==> config.mk <==
export PLATFORM = sky130hd
export DESIGN_NAME = fp_result_pack
export DESIGN_NICKNAME = d
export VERILOG_FILES = /design/src/rtl/fp_pkg.sv /design/src/rtl/fp_round.sv /design/src/rtl/fp_result_pack.sv
export SDC_FILE = /design/constraint.sdc
export NUM_CORES = 1
export LEC_CHECK = 0
export CORE_MARGIN = 10
export CORE_UTILIZATION = 47
export DETAILED_ROUTE_END_ITERATION = 16
export PLACE_DENSITY = 0.8
export SLEW_MARGIN = 10
export SYNTH_ARGS = -nofsm -noshare
export SYNTH_HDL_FRONTEND = slang
export SYNTH_SLANG_ARGS = --single-unit
==> constraint.sdc <==
create_clock -name clk -period 2.8 [get_ports clk]
set_input_delay 0.42 -clock clk [delete_from_list [all_inputs] [get_ports clk]]
set_output_delay 0.42 -clock clk [all_outputs]
set_load 0.02 [all_outputs]
==> src/rtl/fp_pkg.sv <==
// Shared definitions for the FP result packing stage.
// - rm_e   : RISC-V rounding-mode encodings (5..7 are treated as RNE by users).
// - err_e  : priority code reported alongside each packed result.
// - FLAG_* : bit positions inside the 5-bit {NV,DZ,OF,UF,NX} flag vector.
// - fp_canon_nan / fp_inf / fp_max_finite build special encodings for any
//   EXP_W/MAN_W pair into a wide word; callers keep the low 1+EXP_W+MAN_W bits.
package fp_pkg;

  typedef enum logic [2:0] {
    RM_RNE = 3'd0,
    RM_RTZ = 3'd1,
    RM_RDN = 3'd2,
    RM_RUP = 3'd3,
    RM_RMM = 3'd4
  } rm_e;

  typedef enum logic [2:0] {
    ERR_NONE      = 3'd0,
    ERR_INVALID   = 3'd1,
    ERR_DIVZERO   = 3'd2,
    ERR_OVERFLOW  = 3'd3,
    ERR_UNDERFLOW = 3'd4,
    ERR_INEXACT   = 3'd5
  } err_e;

  localparam int unsigned FLAG_NV = 4;
  localparam int unsigned FLAG_DZ = 3;
  localparam int unsigned FLAG_OF = 2;
  localparam int unsigned FLAG_UF = 1;
  localparam int unsigned FLAG_NX = 0;

  localparam int unsigned FP_MAX_W = 128;
  typedef logic [FP_MAX_W-1:0] fp_word_t;

  function automatic fp_word_t fp_exp_ones(int unsigned exp_w);
    fp_word_t one;
    one = fp_word_t'(1);
    return (one << exp_w) - one;
  endfunction

  function automatic fp_word_t fp_canon_nan(int unsigned exp_w, int unsigned man_w);
    fp_word_t one;
    one = fp_word_t'(1);
    return (fp_exp_ones(exp_w) << man_w) | (one << (man_w - 1));
  endfunction

  function automatic fp_word_t fp_inf(logic sign, int unsigned exp_w, int unsigned man_w);
    return (fp_word_t'(sign) << (exp_w + man_w)) | (fp_exp_ones(exp_w) << man_w);
  endfunction

  function automatic fp_word_t fp_max_finite(logic sign, int unsigned exp_w, int unsigned man_w);
    fp_word_t one;
    one = fp_word_t'(1);
    return (fp_word_t'(sign) << (exp_w + man_w))
         | ((fp_exp_ones(exp_w) - one) << man_w)
         | ((one << man_w) - one);
  endfunction

endpackage

==> src/rtl/fp_round.sv <==
// Combinational rounder for the FP result stage.
// Inputs : sign_i, exp_i (biased), sig_untrunc_i {hidden, fraction, GRS}, rm_i.
// Outputs: rounded_o {carry, exp, frac} = {exp_i, fraction} + inc_o,
//          inc_o (round-up decision), nx_o (any discarded bit set).
module fp_round
  import fp_pkg::*;
#(
  parameter int unsigned EXP_W = 8,
  parameter int unsigned MAN_W = 23,
  parameter int unsigned GRS_W = 3
) (
  input  logic                   sign_i,
  input  logic [EXP_W-1:0]       exp_i,
  input  logic [MAN_W+GRS_W:0]   sig_untrunc_i,
  input  logic [2:0]             rm_i,
  output logic [EXP_W+MAN_W:0]   rounded_o,
  output logic                   inc_o,
  output logic                   nx_o
);

  logic lsb;
  logic guard;
  logic sticky;
  logic unused_hidden;

  // The hidden bit is implied by the exponent and never enters the sum.
  assign unused_hidden = sig_untrunc_i[MAN_W+GRS_W];

  always_comb begin
    lsb    = sig_untrunc_i[GRS_W];
    guard  = sig_untrunc_i[GRS_W-1];
    sticky = |sig_untrunc_i[GRS_W-2:0];
    nx_o   = guard | sticky;
    case (rm_i)
      RM_RTZ:  inc_o = 1'b0;
      RM_RDN:  inc_o = sign_i & nx_o;
      RM_RUP:  inc_o = ~sign_i & nx_o;
      RM_RMM:  inc_o = guard;
      default: inc_o = guard & (sticky | lsb);
    endcase
    // Adding to the packed {exp, frac} lets a fraction carry bump the
    // exponent, which also turns a rounded-up denormal into a normal.
    rounded_o = {1'b0, exp_i, sig_untrunc_i[MAN_W+GRS_W-1:GRS_W]}
              + {{(EXP_W+MAN_W){1'b0}}, inc_o};
  end

endmodule

==> src/rtl/fp_result_pack.sv <==
// Final FP datapath stage: rounds, classifies exceptions, packs the IEEE-754
// result into a registered valid/ready output and keeps sticky fflags.
// Ports: clk, rst_n (async, active low); in_valid/in_ready input handshake;
//        sign_i, exp_i, sig_untrunc_i, carry_i, nan_i, dz_i, rm_i operands;
//        out_valid/out_ready output handshake; fp_out packed result;
//        error_o priority code; flags_o per-result {NV,DZ,OF,UF,NX};
//        fflags_clr_i clears, fflags_o reports accumulated flags.
module fp_result_pack
  import fp_pkg::*;
#(
  parameter int unsigned EXP_W = 8,
  parameter int unsigned MAN_W = 23,
  parameter int unsigned GRS_W = 3
) (
  input  logic                     clk,
  input  logic                     rst_n,
  input  logic                     in_valid,
  output logic                     in_ready,
  input  logic                     sign_i,
  input  logic [EXP_W-1:0]         exp_i,
  input  logic [MAN_W+GRS_W:0]     sig_untrunc_i,
  input  logic                     carry_i,
  input  logic                     nan_i,
  input  logic                     dz_i,
  input  logic [2:0]               rm_i,
  output logic                     out_valid,
  input  logic                     out_ready,
  output logic [EXP_W+MAN_W:0]     fp_out,
  output logic [2:0]               error_o,
  output logic [4:0]               flags_o,
  input  logic                     fflags_clr_i,
  output logic [4:0]               fflags_o
);

  localparam int unsigned FP_W = 1 + EXP_W + MAN_W;

  logic [EXP_W+MAN_W:0] rounded;
  logic                 inc;
  logic                 nx;
  logic                 unused_inc;

  logic [EXP_W-1:0]     rexp;
  logic [MAN_W-1:0]     rfrac;
  logic                 to_inf;
  fp_word_t             special;
  logic [FP_W-1:0]      res_fp;
  logic [4:0]           res_flags;
  err_e                 res_err;

  logic                 accept;
  logic                 xfer;

  logic                 out_valid_d, out_valid_q;
  logic [FP_W-1:0]      fp_out_d, fp_out_q;
  logic [2:0]           error_d, error_q;
  logic [4:0]           flags_d, flags_q;
  logic [4:0]           fflags_d, fflags_q;

  fp_round #(
    .EXP_W (EXP_W),
    .MAN_W (MAN_W),
    .GRS_W (GRS_W)
  ) u_round (
    .sign_i        (sign_i),
    .exp_i         (exp_i),
    .sig_untrunc_i (sig_untrunc_i),
    .rm_i          (rm_i),
    .rounded_o     (rounded),
    .inc_o         (inc),
    .nx_o          (nx)
  );

  assign unused_inc = inc;

  // Exception priority: NaN, divide-by-zero, overflow, underflow, normal.
  always_comb begin
    rexp      = rounded[EXP_W+MAN_W-1:MAN_W];
    rfrac     = rounded[MAN_W-1:0];
    to_inf    = 1'b1;
    special   = '0;
    res_fp    = '0;
    res_flags = '0;
    res_err   = ERR_NONE;
    if (nan_i) begin
      special            = fp_canon_nan(EXP_W, MAN_W);
      res_fp             = special[FP_W-1:0];
      res_flags[FLAG_NV] = 1'b1;
      res_err            = ERR_INVALID;
    end else if (dz_i) begin
      special            = fp_inf(sign_i, EXP_W, MAN_W);
      res_fp             = special[FP_W-1:0];
      res_flags[FLAG_DZ] = 1'b1;
      res_err            = ERR_DIVZERO;
    end else if (carry_i || (&exp_i) || (&rexp) || rounded[EXP_W+MAN_W]) begin
      case (rm_i)
        RM_RTZ:  to_inf = 1'b0;
        RM_RDN:  to_inf = sign_i;
        RM_RUP:  to_inf = ~sign_i;
        default: to_inf = 1'b1;
      endcase
      special = to_inf ? fp_inf(sign_i, EXP_W, MAN_W)
                       : fp_max_finite(sign_i, EXP_W, MAN_W);
      res_fp             = special[FP_W-1:0];
      res_flags[FLAG_OF] = 1'b1;
      res_flags[FLAG_NX] = 1'b1;
      res_err            = ERR_OVERFLOW;
    end else if ((rexp == '0) && (rfrac != '0)) begin
      res_fp             = {sign_i, rexp, rfrac};
      res_flags[FLAG_UF] = 1'b1;
      res_flags[FLAG_NX] = nx;
      res_err            = ERR_UNDERFLOW;
    end else begin
      res_fp             = {sign_i, rexp, rfrac};
      res_flags[FLAG_NX] = nx;
      res_err            = nx ? ERR_INEXACT : ERR_NONE;
    end
  end

  assign in_ready = !out_valid_q || out_ready;
  assign accept   = in_valid && in_ready;
  assign xfer     = out_valid_q && out_ready;

  always_comb begin
    out_valid_d = out_valid_q;
    fp_out_d    = fp_out_q;
    error_d     = error_q;
    flags_d     = flags_q;
    if (accept) begin
      out_valid_d = 1'b1;
      fp_out_d    = res_fp;
      error_d     = res_err;
      flags_d     = res_flags;
    end else if (xfer) begin
      out_valid_d = 1'b0;
    end
    // Clearing first then OR-ing keeps a coincident transfer's flags.
    fflags_d = (fflags_clr_i ? 5'b0 : fflags_q) | (xfer ? flags_q : 5'b0);
  end

  always_ff @(posedge clk or negedge rst_n) begin
    if (!rst_n) begin
      out_valid_q <= 1'b0;
      fp_out_q    <= '0;
      error_q     <= '0;
      flags_q     <= '0;
      fflags_q    <= '0;
    end else begin
      out_valid_q <= out_valid_d;
      fp_out_q    <= fp_out_d;
      error_q     <= error_d;
      flags_q     <= flags_d;
      fflags_q    <= fflags_d;
    end
  end

  assign out_valid = out_valid_q;
  assign fp_out    = fp_out_q;
  assign error_o   = error_q;
  assign flags_o   = flags_q;
  assign fflags_o  = fflags_q;

endmodule

; ---- After elaboration in Yosys (flattened, before gate mapping)
; Cells that the tools add are included.
[op_classes]
add_sub_neg = 1
n_eq_ne = 4
n_mux = 26
bitwise_logic = 7
reduce_logical = 14
[ops]
columns = operator, count
row1 = $mux W31, 2
row2 = $add A31 B1 Y32, 1
row3 = $mux W32, 1
row4 = $mux W24, 1
row5 = $reduce_bool A23 Y1, 1
row6 = $mux W3, 6
row7 = $reduce_and A8 Y1, 2
row8 = $mux W1, 11
row9 = $mux W5, 2
row10 = $logic_not A8 Y1, 1
row11 = $eq A3 B2 Y1 const B, 2
row12 = $or A5 B5 Y5, 1
row13 = $logic_or A1 B1 Y1, 4
row14 = $mux W4, 1
row15 = $pmux W1 S4, 1
row16 = $and A1 B1 Y1, 3
row17 = $eq A3 B1 Y1 const B, 1
row18 = $eq A3 B3 Y1 const B, 1
row19 = $logic_and A1 B1 Y1, 3
row20 = $pmux W1 S3, 1
row21 = $or A1 B1 Y1, 2
row22 = $reduce_bool A2 Y1, 1
row23 = $reduce_or A2 Y1, 1
row24 = $logic_not A1 Y1, 1
row25 = $not A1 Y1, 1
[word_totals]
ff_bits = 46
inputBits = 47
wordCells = 57

; ---- Longest topological paths before layout
; Gate-level depths: netlist of the first run.
[depth]
depth_word = 15
depth_mapped = 15
depth_no_buf = 14

; ---- By module
; A second synthesis of the first run with hierarchy kept.
[hier_totals]
hier_cells = 283
hier_area_um2 = 2635.0
[by_module_without_submodules]
columns = module, n_inst, cells_per_inst, area_each_um2
row1 = fp_result_pack, 1, 187, 1985.7
row2 = fp_round, 1, 96, 649.4

; ---- Least setup slack after synthesis of the first run
; No wires, ideal clock.
[synth_path]
path_type = input -> register
startpoint = input port rm_i[1]
endpoint = register fp_out_q[19] (netlist: fp_out[19])
t_arrival_ps = 3235
setup_slack_ps = -556
stages = 15
n_path_buf = 1
path_cell_list = nor2_1 -> xnor2_1 -> nor3_1 -> a211oi_1 -> ha_1 -> ha_1 -> nand4_1 -> nor3_2 -> o211ai_1 -> and3_1 -> o221a_2 -> nor2_2 -> buf_4 -> o21ai_0 -> a22o_1
[synth_via]
elab_chain_cells = 9
word_cells_on_any_way = 17
[synth_rtl]
columns = element, line
row1 = "start, declared", fp_result_pack.sv:25  ; input logic [2:0] rm_i,
row2 = "$eq A3 B3 Y1, or another cell as far along", fp_round.sv:34  ; case (rm_i)
row3 = $pmux W1 S4 / $pmux W1 S3 (equally long branches), "fp_round.sv:34, fp_result_pack.sv:95"
row4 = $add A31 B1 Y32 / $mux W1 (equally long branches), "fp_round.sv:44, fp_result_pack.sv:94"
row5 = $reduce_and A8 Y1 / $mux W1 (equally long branches), "fp_result_pack.sv:94, fp_result_pack.sv:89"
row6 = $logic_or A1 B1 Y1 / $mux W1 (equally long branches), "fp_result_pack.sv:94, fp_result_pack.sv:84"
row7 = $logic_or A1 B1 Y1 / $mux W24 (equally long branches), "fp_result_pack.sv:94, fp_result_pack.sv:101"
row8 = $mux W31 (*), fp_result_pack.sv:94  ; end else if (carry_i || (&exp_i) || (&rexp) || rounded[EXP_W+MAN_W]) begin
row9 = $mux W31 (*), fp_result_pack.sv:89  ; end else if (dz_i) begin
row10 = $mux W32 (*), fp_result_pack.sv:84  ; if (nan_i) begin
row11 = "end signal, assigned", fp_result_pack.sv:149  ; fp_out_q <= fp_out_d;
row12 = "end, declared", fp_result_pack.sv:54  ; logic [FP_W-1:0] fp_out_d, fp_out_q;
; Mark *: on every way between the ends. The rest lies on a longest branch, timed or not. The select of a mux whose other input is x is not followed.
; A chain may end at the register's enable or synchronous reset.

; ---- Worst setup path in the final report of the first run
[layout_path]
startpoint = input port sig_untrunc_i[0]
endpoint = register error_q[0] (netlist: error_o[0])
[layout_via]
elab_chain_cells = 11
word_cells_on_any_way = 19
[layout_rtl]
columns = element, line
row1 = "start, declared", fp_result_pack.sv:21  ; input logic [MAN_W+GRS_W:0] sig_untrunc_i,
row2 = $reduce_or A2 Y1 (*), fp_round.sv:32  ; sticky = |sig_untrunc_i[GRS_W-2:0];
row3 = $or A1 B1 Y1 (on tied branches), "fp_round.sv:39, fp_round.sv:33"
row4 = $and A1 B1 Y1 (on tied branches), "fp_round.sv:39, fp_round.sv:36, fp_round.sv:37"
row5 = $pmux W1 S4, fp_round.sv:34
row6 = $add A31 B1 Y32, fp_round.sv:44  ; + {{(EXP_W+MAN_W){1'b0}}, inc_o};
row7 = "$reduce_bool A23 Y1, or another cell as far along", fp_result_pack.sv:107  ; end else if ((rexp == '0) && (rfrac != '0)) begin
row8 = $logic_and A1 B1 Y1 / $logic_or A1 B1 Y1 (equally long branches), "fp_result_pack.sv:107, fp_result_pack.sv:94"
row9 = $mux W3 / $logic_or A1 B1 Y1 (equally long branches), "fp_result_pack.sv:107, fp_result_pack.sv:94"
row10 = $mux W3 (*), fp_result_pack.sv:94
row11 = $mux W3 (*), fp_result_pack.sv:89
row12 = $mux W3 (*), fp_result_pack.sv:84
row13 = "end signal, assigned", fp_result_pack.sv:150  ; error_q <= error_d;
row14 = "end, declared", fp_result_pack.sv:55  ; logic [2:0] error_d, error_q;
; Mark *: on every way between the ends. The rest lies on a longest branch, timed or not.

==> results of run 1 <==
report_power, final:
part	internal (W)	switching [W]
logic	0.000318	0.000321
clock network	0.000176	0.000241
registers	0.000720	0.0000356
total	0.00121	0.000598
metal layers:
layer,global-route usage [%],up-vias
met5,0,-
li1,-,1666
met3,2.88,15
met1,29.2,1744
met2,37.0,150
met4,5.43,0
per-stage QoR:
step / util (%) / hold WS (ns) / instances / cell area, um2
2_1_floorplan: - / 0.124 / 350 / 3170
3_3_place_gp: 75.0 / 0.461 / 593 / 4760
3_5_place_dp: 75.0 / 0.472 / 593 / 4760
4_1_cts: 80.8 / 0.320 / 612 / 5130
5_1_grt: 83.7 / 0.361 / 621 / 5320
6_report: 83.7 / 0.281 / 621 / 5320
layout make-up:
cell class | instances | area [um2] | area share, %
clock inverters | 3 | 21.3 | 0.400
well taps | 77 | 96.3 | 1.81
clock buffers | 5 | 68.8 | 1.29
flip-flops and latches | 46 | 1150 | 21.7
multi-input cells | 281 | 2180 | 40.9
inverters | 7 | 26.3 | 0.494
repair buffers | 202 | 1780 | 33.4
layout by cell type (no fill, tap or decap), types with 5 or more instances in the layout:
master,instances
buf_4,101
clkdlybuf4s50_1,83
dfrtp_1,46
nand2_1,26
nor2_1,25
nand3_1,23
a22o_1,21
nand2_2,16
xor2_1,14
o21ai_0,10
a21oi_1,10
nand4_1,9
nor3_1,9
xnor2_1,9
buf_6,8
inv_1,7
and3_1,7
nand3_2,7
a21oi_2,5
a31oi_1,5
clkbuf_8,5
timing repair:
item,4_1_cts,5_1_grt
hold buffers,0,0
buffers inserted,8,10
gates resized for setup,75,22
pin swaps,40,23
endpoints found under the setup margin,36,34
cloned,4,1
state kept, by name, indices dropped and copies added, names as in the netlist:
| name | cells |
|---|---|
| flags_o | 5 |
| out_valid | 1 |
| fflags_o | 5 |
| error_o | 3 |
| fp_out | 32 |
kinds of logic after synthesis:
logic type	synth area share (%)
AND/OR/NAND/NOR	29.6
AO/OA/AOI/OAI	18.1
flip-flops	37.6
XOR/XNOR	8.02
buffers and inverters	4.46
multiplexers	1.35
adder cells (fa/ha/maj)	0.818
worst max-delay path, stage by stage:
cell           delay, ns
dlygate4sd2_1       0.25
or2_4               0.27
nor3_4              0.18
a211oi_2            0.07
ha_2                0.23
ha_4                0.17
and4_4              0.17
buf_4               0.16
a21o_1              0.20
a21oi_2             0.15
a21oi_1             0.09
a2111oi_4           0.35
a311oi_2            0.18
or4_4               0.56
o311ai_4            0.09
synth_stat cells (all sizes together), types with 2 or more instances:
| master | n |
|---|---|
| o21ai | 14 |
| a31oi | 5 |
| nor2 | 28 |
| and4 | 2 |
| nand2 | 43 |
| a22o | 21 |
| buf | 12 |
| a211o | 2 |
| or3 | 2 |
| nor3 | 12 |
| a2111oi | 2 |
| o22ai | 2 |
| nand2b | 4 |
| or2 | 3 |
| o31ai | 2 |
| nor4 | 5 |
| clkbuf | 7 |
| nand4 | 12 |
| dfrtp | 46 |
| a21o | 4 |
| and3 | 8 |
| inv | 7 |
| mux2i | 3 |
| nand3 | 30 |
| xor2 | 15 |
| and2 | 4 |
| ha | 2 |
| nand3b | 3 |
| nand4b | 2 |
| o2111ai | 3 |
| a21oi | 15 |
| xnor2 | 13 |
| nor2b | 4 |
final timing paths:
path	from	endpoint	slack, ns	cells past startpoint
max	sig_untrunc_i[0]	error_o[0]	-0.54	15
min	rst_n	fp_out[14]	0.28	1
max reg2reg	out_valid	fp_out[23]	0.63	8
min reg2reg	fp_out[31]	fp_out[31]	0.49	2
max in group asynchronous	rst_n	fp_out[26]	1.90	1
min in group clk	fp_out[31]	fp_out[31]	0.49	2
==> impl_metrics.toml, run 1 <==
[logic_synthesis]
syn-cell-area_um2 = 3060
synth_cell_types = 59
yosysSeqAreaShare_pct = 37.6
synth_area_leaders = "dfrtp_1, a22o_1, nand2_1, nand3_1, xor2_1"
synth_top_cell_by_area = "dfrtp_1"
synth-edff-count = 0
ys.flop_type = "dfrtp_1"
yosys_warnings = 0
synth_top_area_share_pct = 37.6
synthCells = 350
syn-num-nets = 399
ys_ff_latch = 46
synth_async_sr_flop_share_pct = 100
postSynthAreaPerCell_um2 = 8.74

[clock_network]
cts_sinks = 46
cts_buffers = 5
htreeDepth = 2
worstSkewPairLatency_ns = 0.30
cts_buffer_depth = 2
cts_tree = "done"
cts_root_buffer = "clkbuf_8"
clk_pin_slew_ns = 0.10

[final_layout]
final.fill_count = 376
n_antenna_cell = 0
nNetsFinal = 592
layout-drive-gt1-share_pct = 36.0
syn_to_final_growth_pct = 73.7

[hold_path]
hold_class = "in -> async"

[sta]
fin_tns_setup_ns = -11.59
finalMaxSlewViolations = 0
min_period_ns = 3.34
max_clock_freq_mhz = 299
finalCritPeriodShare_pct = 119
worst_slack_ns = -0.542
setup_viol = 34
worst_pin_slew_ns = 1.00
skew_ns = 0.00831
rsz0062_at_grt = "yes"
max_slew_margin_pct = 33.1
timing_hold_violations_final = 0

[routing]
vias = 3575
m1WireLength_um = 5110
via_per_inst = 5.76
top_layer_used = "met4"
wl_met3_um = 808
first_pass_iters = 5
wirelength_um = 12000
dr.first_iter.drc_count = 238
ant_nets = 0
dr_wl_met2_um = 5940
drcViolationCount = 0
post_drt_wl_per_cell_um = 19.3

[pwr]
finalPower_w = 0.00181
leakagePower_nw = 2.30
power_density_nw_per_um2 = 341
peakVddDrop_mv = 0.298

[setup_path]
worstPathArrival_ns = 3.54
worstPathRequired_ns = 3.00
cp_max_fo = 5
end_kind = "flop"
worstSetupPathType = "in -> reg"
critPathLaunchType = "input pin"

[grt]
antenna_found_initial = 0
grt_use_total_pct = 22.1
overflow = 0
grt_max_degree = 47
grt_pass1_wl_um = 18200
grt_pass1_vias = 3513

[floorplanning]
start_util_pct = 48.2
die_x_um = 101
rows = 29
die_height_um = 101
io_pins = 94
dieArea_um2 = 10100
core_area_um2 = 6350

[placement]
pre_cts_ws_ns = -1.20
io_buffers = 92
place.gp.congestion = 0.954
hpwlAfterDp_um = 8630

[flow_run]
drv_cap = 0

[run_status]
violations = "negative setup slack"
outcome = "complete, but fails checks"
Note: power is estimated with default switching activity, not from simulation.
==> inputs of run 2 (changes only) <==
Settings changed: RECOVER_POWER set to 25.
==> impl_metrics.toml, run 2 (same netlist as run 1, synthesis figures left out) <==
[clock_network]
clk_pin_slew_ns = 0.09
cts_root_buffer = "clkbuf_8"
cts_buffers = 5
cts_tree = "done"
htreeDepth = 2
ctsHoldBuffers = 0
worstSkewPairLatency_ns = 0.30
cts_sinks = 46
cts_buffer_depth = 2

[grt]
grt_pass1_wl_um = 18200
grt_use_total_pct = 22.1
use_met1_pct = 29.2
grt_use_met3_pct = 2.88
antenna_found_initial = 0
grt_pass1_vias = 3513
top_usage_layer = "met2"
met2_usage_pct = 37.0
grt_max_degree = 47
overflow = 0

[floorplanning]
rows = 29
core_area_um2 = 6350
start_util_pct = 48.2
die_x_um = 101
io_pins = 94
dieArea_um2 = 10100
die_height_um = 101

[pwr]
power_density_nw_per_um2 = 341
leakagePower_nw = 2.30
peakVddDrop_mv = 0.298

[sta]
fin_tns_setup_ns = -11.40
finalMaxSlewViolations = 47
finalCritPeriodShare_pct = 119
worst_slack_ns = -0.545
max_slew_margin_pct = -59.7
setup_viol = 34
timing_hold_violations_final = 0
skew_ns = 0.00819
min_period_ns = 3.35
worst_pin_slew_ns = 2.40
max_clock_freq_mhz = 299
rsz0062_at_grt = "yes"

[final_layout]
syn_to_final_growth_pct = 73.7
layout_commonest_cell = "buf_4"
largest_register_ffs = 32
nNetsFinal = 592
n_antenna_cell = 0
final_cell_mix = "buf_4, clkdlybuf4s50_1, dfrtp_1"
instances_no_fill = 621
post-route-util_pct = 83.7
layout-drive-gt1-share_pct = 35.8

[run_status]
violations = "max-capacitance violations, max-slew violations, negative setup slack"
outcome = "complete, but fails checks"

[setup_path]
critPathLaunchType = "input pin"
crit_chain = "dlygate4sd2_1 > or2_4 > nor3_4 > a211oi_2 > ha_2 > buf_4 > nand2_4 > nor4_4 > clkdlybuf4s15_2 > a21oi_1 > o21ai_1 > a2111oi_4 > a311oi_2 > or4_4 > o311ai_4"
cp_max_fo = 4
reg2reg_depth = 8
worstPathArrival_ns = 3.55
cp.depth = 15
critPathBufInv = 3
worstSetupPathType = "in -> reg"
crit_slowest_cell = "or4_4"
crit_family = "simple AND/OR/NAND/NOR gates"
worstPathRequired_ns = 3.00
end_kind = "flop"
critPathMaxStageDelay_ns = 0.56

[routing]
post_drt_wl_per_cell_um = 19.3
vias = 3563
dr.first_iter.drc_count = 238
wirelength_um = 12000
drcViolationCount = 0
first_pass_iters = 5
ant_nets = 0
via_per_inst = 5.74

[flow_run]
drv_cap = 1

[placement]
pre_cts_ws_ns = -1.20
place.gp.congestion = 0.954
hpwlAfterDp_um = 8630
placed_cells = 593
io_buffers = 92

[hold_path]
hold_class = "reg -> reg"
holdPathStages = 2
==> run 2: final cells by class <==
type | count | area [um2]
fill | 375 | 1040
inverter | 7 | 26.3
clock buffer | 5 | 68.8
multi-input combinational | 281 | 2180
clock inverter | 3 | 21.3
timing repair buffer | 202 | 1770
sequential | 46 | 1150
tap | 77 | 96.3
==> run 2: final timing paths <==
path,end,start,slack (ns)
min,fp_out[31],fp_out[31],0.49
min in group asynchronous,fp_out[14],rst_n,0.84
max,error_o[0],sig_untrunc_i[0],-0.55
min reg2reg,fp_out[31],fp_out[31],0.49
max reg2reg,fp_out[23],out_valid,0.63
max in group asynchronous,fp_out[28],rst_n,0.60
==> run 2: per-stage QoR <==
stage	hold WS [ns]	cell area, um2	total power (W)
floorplan	0.124	3170	0.00101
finish	0.494	5310	0.00181
CTS	0.320	5130	0.00179
global route	0.511	5310	0.00189
detailed placement	0.472	4760	0.00134
global placement	0.461	4760	0.00133
==> run 2: timing repair <==
action	CTS	global route
resized for setup	75	22
pin swaps	40	23
setup endpoints to repair	36	34
gates cloned	4	1
buffers inserted	8	10
==> run 2: report_power, final <==
part	internal [W]	total (W)	switching (W)
combinational	0.000317	0.000638	0.000321
sequential	0.000720	0.000755	0.0000356
clock	0.000176	0.000417	0.000241
==> run 2: per-layer routing <==
metal / routed length (um) / share of wire (%)
met5: 0 / 0
met4: 150 / 1.3
met3: 773 / 6.4
met2: 5930 / 49
met1: 5130 / 43
==> run 2: tightest hold or removal path, delay by kind of cell, from the launching register on <==
kind | cells | cell delay (ns)
DFF | 1 | 0.36
and+or+nand+nor | 2 | 0.10
